[src/rtl/bhand_pack_pkg.sv]
// rtl/bhand_pack_pkg.sv - shared types and helpers for the bhand_pack stream upsizer
package bhand_pack_pkg;

    // The FILL/HOLD state doubles as the output valid flag.
    typedef enum logic {
        FILL = 1'b0,
        HOLD = 1'b1
    } pack_state_t;

    localparam int RESET_ASYNC_HIGH = 0;
    localparam int RESET_SYNC_LOW   = 1;

    // Derives the lane counter width from RATIO when an instantiator wants it.
    function automatic int clog2(input int value);
        int result;
        int rem;
        result = 0;
        rem    = value - 1;
        while (rem > 0) begin
            result = result + 1;
            rem    = rem >> 1;
        end
        return result;
    endfunction

endpackage

[src/rtl/bhand_pack.sv]
// rtl/bhand_pack.sv - packs RATIO narrow valid/ready beats into one wide word with lane keep
module bhand_pack
    import bhand_pack_pkg::*;
#(
    parameter int DATA_WIDTH  = 8,
    parameter int RATIO       = 4,
    parameter int COUNT_WIDTH = 4
) (
    input  logic                        clk,
    input  logic                        rst,
    input  logic [DATA_WIDTH-1:0]       idata,
    input  logic                        idata_vld,
    input  logic                        idata_last,
    output logic                        idata_rdy,
    output logic [DATA_WIDTH*RATIO-1:0] odata,
    output logic [RATIO-1:0]            odata_keep,
    output logic                        odata_last,
    output logic                        odata_vld,
    input  logic                        odata_rdy
);

    localparam int WORD_WIDTH = DATA_WIDTH * RATIO;
    localparam logic [COUNT_WIDTH-1:0] COUNT_ONE  = COUNT_WIDTH'(1);
    localparam logic [COUNT_WIDTH-1:0] COUNT_LAST = COUNT_WIDTH'(RATIO - 1);

    pack_state_t            state_q, state_d;
    logic [WORD_WIDTH-1:0]  acc_q, acc_d;
    logic [RATIO-1:0]       keep_q, keep_d;
    logic                   last_q, last_d;
    logic [COUNT_WIDTH-1:0] count_q, count_d;

    logic in_xfer;
    logic out_xfer;

    // odata_rdy -> idata_rdy is a deliberate combinational path for full throughput.
    assign idata_rdy = !rst && ((state_q == FILL) || odata_rdy);
    assign in_xfer   = idata_vld && idata_rdy;
    assign out_xfer  = (state_q == HOLD) && odata_rdy;

    always_ff @(posedge clk or posedge rst) begin
        if (rst) begin
            state_q <= FILL;
            acc_q   <= '0;
            keep_q  <= '0;
            last_q  <= 1'b0;
            count_q <= '0;
        end else begin
            state_q <= state_d;
            acc_q   <= acc_d;
            keep_q  <= keep_d;
            last_q  <= last_d;
            count_q <= count_d;
        end
    end

    always_comb begin
        state_d = state_q;
        acc_d   = acc_q;
        keep_d  = keep_q;
        last_d  = last_q;
        count_d = count_q;

        // Draining the held word starts a fresh, empty word first.
        if (out_xfer) begin
            state_d = FILL;
            acc_d   = '0;
            keep_d  = '0;
            last_d  = 1'b0;
            count_d = '0;
        end

        if (in_xfer) begin
            for (int k = 0; k < RATIO; k++) begin
                if (count_d == COUNT_WIDTH'(k)) begin
                    acc_d[k*DATA_WIDTH +: DATA_WIDTH] = idata;
                    keep_d[k]                         = 1'b1;
                end
            end
            if (idata_last || (count_d == COUNT_LAST)) begin
                state_d = HOLD;
                last_d  = idata_last;
                count_d = '0;
            end else begin
                count_d = count_d + COUNT_ONE;
            end
        end
    end

    assign odata_vld  = (state_q == HOLD);
    assign odata      = acc_q;
    assign odata_keep = keep_q;
    assign odata_last = last_q;

endmodule

[config.mk]
export PLATFORM = sky130hd
export DESIGN_NAME = bhand_pack
export DESIGN_NICKNAME = d
export VERILOG_FILES = /design/src/rtl/bhand_pack_pkg.sv /design/src/rtl/bhand_pack.sv
export SDC_FILE = /design/constraint.sdc
export NUM_CORES = 1
export LEC_CHECK = 0
export BUFFER_PORTS_ARGS = -buffer_cell sky130_fd_sc_hd__buf_2
export CORE_MARGIN = 1
export CORE_UTILIZATION = 45
export CTS_BUF_LIST = sky130_fd_sc_hd__clkbuf_4 sky130_fd_sc_hd__clkbuf_8
export DETAILED_ROUTE_END_ITERATION = 8
export PLACE_DENSITY_LB_ADDON = 0.1
export SYNTH_ARGS = -nofsm -noshare
export SYNTH_HDL_FRONTEND = slang
export SYNTH_SLANG_ARGS = --single-unit
export TNS_END_PERCENT = 1
[constraint.sdc]
create_clock -name clk -period 1.77 [get_ports clk]
set_input_delay 0.531 -clock clk [delete_from_list [all_inputs] [get_ports clk]]
set_output_delay 0.531 -clock clk [all_outputs]
set_load 0.01 [all_outputs]
### Yosys cells after proc, flatten, opt, wreduce, memory -nomap -nowiden

Cells that the tools add are included.

| word-level totals | value |
|---|---|
| flip-flop bits (word level) | 42 |
| input port bits | 13 |
| output and inout port bits | 39 |
| word-level logic and storage cells | 38 |

| operators by class | value |
|---|---|
| $add $sub $neg | 1 |
| equal/unequal tests | 3 |
| muxes and demuxes | 21 |
| bitwise logic cells | 1 |
| reductions and logical operators | 7 |

Operator list:

| operator | count |
|---|---|
| $mux 32 | 2 |
| $mux 8 | 4 |
| $mux 4 | 5 |
| $mux 1 | 10 |
| $eq 4x2->1 const B | 2 |
| $add 4x1->4 const B | 1 |
| $eq 4x1->1 const B | 1 |
| $logic_not 4->1 | 1 |
| $logic_and 1x1->1 | 3 |
| $logic_or 1x1->1 | 2 |
| $logic_not 1->1 | 1 |
| $not 1->1 | 1 |

### Longest topological paths before layout

| depth | value |
|---|---|
| depth after elaboration | 6 |
| gate-level depth with buffers | 5 |
| mapped depth without buffers | 3 |

### Least setup slack after synthesis

Ideal clock, no wire load.

| timing path | value |
|---|---|
| kind | input -> register |
| from | in rst |
| to | reg acc_q[16], in the netlist odata[16] |
| setup time | 0.123 ns |
| arrival time | 1.917 ns |
| data required time | 1.647 ns |
| setup slack | -0.271 ns |
| stages on the path | 5 |
| path buffers | 2 |
| cell sequence | or4b_1 clkbuf_2 or4b_1 buf_6 mux2i_1 |

| between the ends | value |
|---|---|
| word-level cells in the longest chain between the ends | 4 |

Ends and longest elaborated chain:

| what | line | RTL |
|---|---|---|
| start: declaration | bhand_pack.sv:10 | `input logic rst,` |
| $logic_not 1->1 (no line) | n/a |  |
| $logic_and 1x1->1 | bhand_pack.sv:36 | `assign idata_rdy = !rst && ((state_q == FILL) \|\| odata_rdy);` |
| $logic_and 1x1->1 | bhand_pack.sv:37 | `assign in_xfer = idata_vld && idata_rdy;` |
| $mux 32 | bhand_pack.sv:72 | `if (in_xfer) begin` |
| named net acc_d[16] | bhand_pack.sv:27 | `logic [WORD_WIDTH-1:0] acc_q, acc_d;` |
| end signal: assignment | bhand_pack.sv:43 | `acc_q <= '0;` |
| end signal: assignment | bhand_pack.sv:49 | `acc_q <= acc_d;` |
| end: declaration | bhand_pack.sv:27 |  |

The timed path passes the listed nets, and every way through them passes these cells.

### Final worst setup path

| timing path | value |
|---|---|
| from | reg count_q[2] |
| to | reg acc_q[17], in the netlist odata[17] |

| between the ends | value |
|---|---|
| word-level cells in the longest chain between the ends | 4 |

Ends and longest elaborated chain:

| what | line | RTL |
|---|---|---|
| start: declaration | bhand_pack.sv:30 | `logic [COUNT_WIDTH-1:0] count_q, count_d;` |
| start signal: assignment | bhand_pack.sv:52 | `count_q <= count_d;` |
| $mux 4 | bhand_pack.sv:64 | `if (out_xfer) begin` |
| $eq 4x2->1 | bhand_pack.sv:74 | `if (count_d == COUNT_WIDTH'(k)) begin` |
| $mux 8 | bhand_pack.sv:74 |  |
| $mux 32 | bhand_pack.sv:72 |  |
| named net acc_d[17] | bhand_pack.sv:27 |  |

The timed path passes the listed nets, and every way through them passes these cells.

==> results.toml <==
[setup_path]
endpoint_kind = "flop"
start_kind = "flop"
cpMostUsedCell = "or4b_4"
cp_data_required_time_ns = 1.94
critPathArrivalTime_ns = 2.04
r2r_slack_ns = -0.1
crit_type = "reg2reg"
crit_fanout = 4
path_cells = "or4b_4 > or4b_4 > buf_4 > mux2i_1"
slowest_stage = "or4b_4"
cpPeakStageDelay_ns = 0.54

[global_route]
gr-max-usage-layer = "met2"
gr-total-overflow = 0
grt_pass1_vias = 1418
grt_max_degree = 43
antenna_found_initial = 0
grt_usage_pct = 22.88
use_met1_pct = 30.71
grt_use_met3_pct = 5.106
met2_usage_pct = 36.98
grt_first_pass_wirelength_mm = 7.107

[timing]
fin_crit_sh_pct = 105.4
tns_ns = -0.8959
worstMarginPinSlew_ns = 0.3797
fmax_mhz = 536.2
drv_slew = 0
hold_violations = 0
fin_hold_ws_ns = 0.4052
worst_slack_ns = -0.09509
clock_skew_ns = 0.009984
grt_setup_unrepaired = "yes"
setup_violations = 16
relSlewSlack_pct = 74.03
min_period_ns = 1.865

[cts]
numCtsBuffers = 5
worstSkewPairLatency_ns = 0.29
htreeDepth = 2
clock-root-buffer = "clkbuf_8"
clockBufferDepth = 2
tritoncts = "yes"
clkTransAtPathRegs_ns = 0.08
cts.sinks = 42
cts_hold_buf = 0

[power_and_ir_drop]
ir_worst_vdd_mv = 0.5991
leakage_uw = 0.001346
clockPowerShare_pct = 30.0
p_int_uw = 1832
p_per_area_mw_per_mm2 = 1076
comb_power_share_pct = 22.4
p_sw_uw = 711.0
netSwitchingFraction_pct = 27.96
power_frac_seq_pct = 47.6

[layout]
fin_util_pct = 63.60
regArea_mm2 = 0.001051
area_delta_synth_final_pct = 32.75
antenna_cells = 0
n_fill_cell = 322
design_area_mm2 = 0.002364
fin_nets = 236
drive_above_1_share_pct = 38.39
multi_input_area_um2 = 683.2

[routing]
wirelength_mm = 4.381
routed_via_density = 5.272
ant_nets = 0
wl_per_cell_um = 16.11
post-route-drc-count = 0
vias = 1434
dr.pass1.iters = 4
drt_iter0_markers = 95

[placed_design]
gp_congestion = 0.8230
dpl.hpwl_mm = 3.009
place_area_mm2 = 0.002192
portBuffers = 51
place_ws_ns = -0.3666

[floorplanning]
die_w_um = 64.90
ios = 52
core_mm2 = 0.003716
dieArea_mm2 = 0.004212
die-height_um = 64.90
start_util_pct = 47.91
fp-row-count = 22

[synth]
ys_seq_area_share_pct = 59.03
synth_nets = 168
synth_ff_type = "dfrtp_1"
synth_cells = 155
synth_compound_area_share_pct = 10.19
ys_async_sr_fraction_pct = 100.0
synth-edff-count = 0
netlist_area_mm2 = 0.001780
yosysWarnings = 0
avgSynthCellArea_um2 = 11.49
synth-adder-area-share_pct = 0
synth_top_family_by_area = "multiplexers"
synthMuxAreaShare_pct = 13.49
yosys_register_bits = 42
synth-simple-area-share_pct = 12.86
synth_top_area_share_pct = 59.03
synth.area.top_cells = "dfrtp_1, mux2i_1, nand2_1"
synth.most_common_cell = "dfrtp_1"
synthTopCellsByCount = "dfrtp_1, nand2_1, mux2i_1"
synth_xor_area_share_pct = 0
synth_cell_type_count = 33
synth_largest_area_cell = "dfrtp_1"

[outcome]
outcome = "finished, violations left"
violations = "setup timing"

[worst_hold_path]
hold_path_class = "in2async"

[flow_run]
drv_cap = 0
==> routing by layer <==
layer  wire, um  vias up
li1           -      667
met1       2006      721
met2       2148       41
met3        195        5
met4         31        0
met5          0        -
==> sequential cells by signal, summed over array words and instances (netlist names) <==
signal	cells
odata	32
count_q	4
odata_keep	4
odata_last	1
odata_vld	1
==> per-stage QoR <==
stage | power (uW) | cells
floorplan | 1505 | 155
global placement | 1759 | 262
detailed placement | 1781 | 262
CTS | 2554 | 272
global route | 2655 | 272
finish | 2543 | 272
==> placed cells by master, fill, tap and decap left out, types with 2 or more instances in the layout <==
master / instances
dfrtp_1: 42
buf_6: 4
a22o_1: 8
clkbuf_4: 2
mux2i_1: 24
buf_2: 51
nand2_1: 32
a31o_2: 2
buf_4: 13
inv_1: 9
or4b_4: 2
clkbuf_8: 5
nand2b_1: 3
a21o_1: 2
==> cell families after synthesis <==
family | count (synthesis)
buf+inv | 18
flops | 42
compound gates | 23
mux | 24
simple gates | 48
==> final timing paths <==
path | startpoint | endpoint | cells after the start
min in group clk | idata[0] | odata[0] | 2
hold / removal | rst | odata[23] | 4
setup / recovery | count_q[2] | odata[17] | 4
hold reg to reg | odata_keep[3] | odata_keep[3] | 1
setup reg to reg | count_q[2] | odata[17] | 4
max in group asynchronous | rst | odata[20] | 4
==> cell type report <==
cell class	instances	area share (%)
clock buffer	7	3.547
clock inverter	1	1.271
inverter	10	1.588
multi-input combinational	95	28.90
sequential	42	44.47
tap	48	2.541
timing repair buffer	69	17.68
==> power by group through the flow <==
stage | registers [uW] | logic [uW] | clock network, uW
after floorplan | 1280 | 221 | 0
after global placement | 1220 | 539 | 0
after detailed placement | 1230 | 555 | 0
after CTS | 1210 | 567 | 776
after global routing | 1230 | 621 | 807
final | 1210 | 568 | 764
==> timing repair <==
item,in CTS,in global routing
gates cloned,1,0
endpoints found under the setup margin,30,34
gates resized for setup,10,2
setup buffers,1,0
pin swaps,1,0
==> worst max-delay path: cells and delay by family, from the launching register on <==
family | cells | cell delay [ns]
AND/OR/NAND/NOR | 2 | 1.06
buffers and inverters | 1 | 0.19
flip-flops | 1 | 0.40
multiplexers | 1 | 0.12
Power figures use the tool's default switching activity.
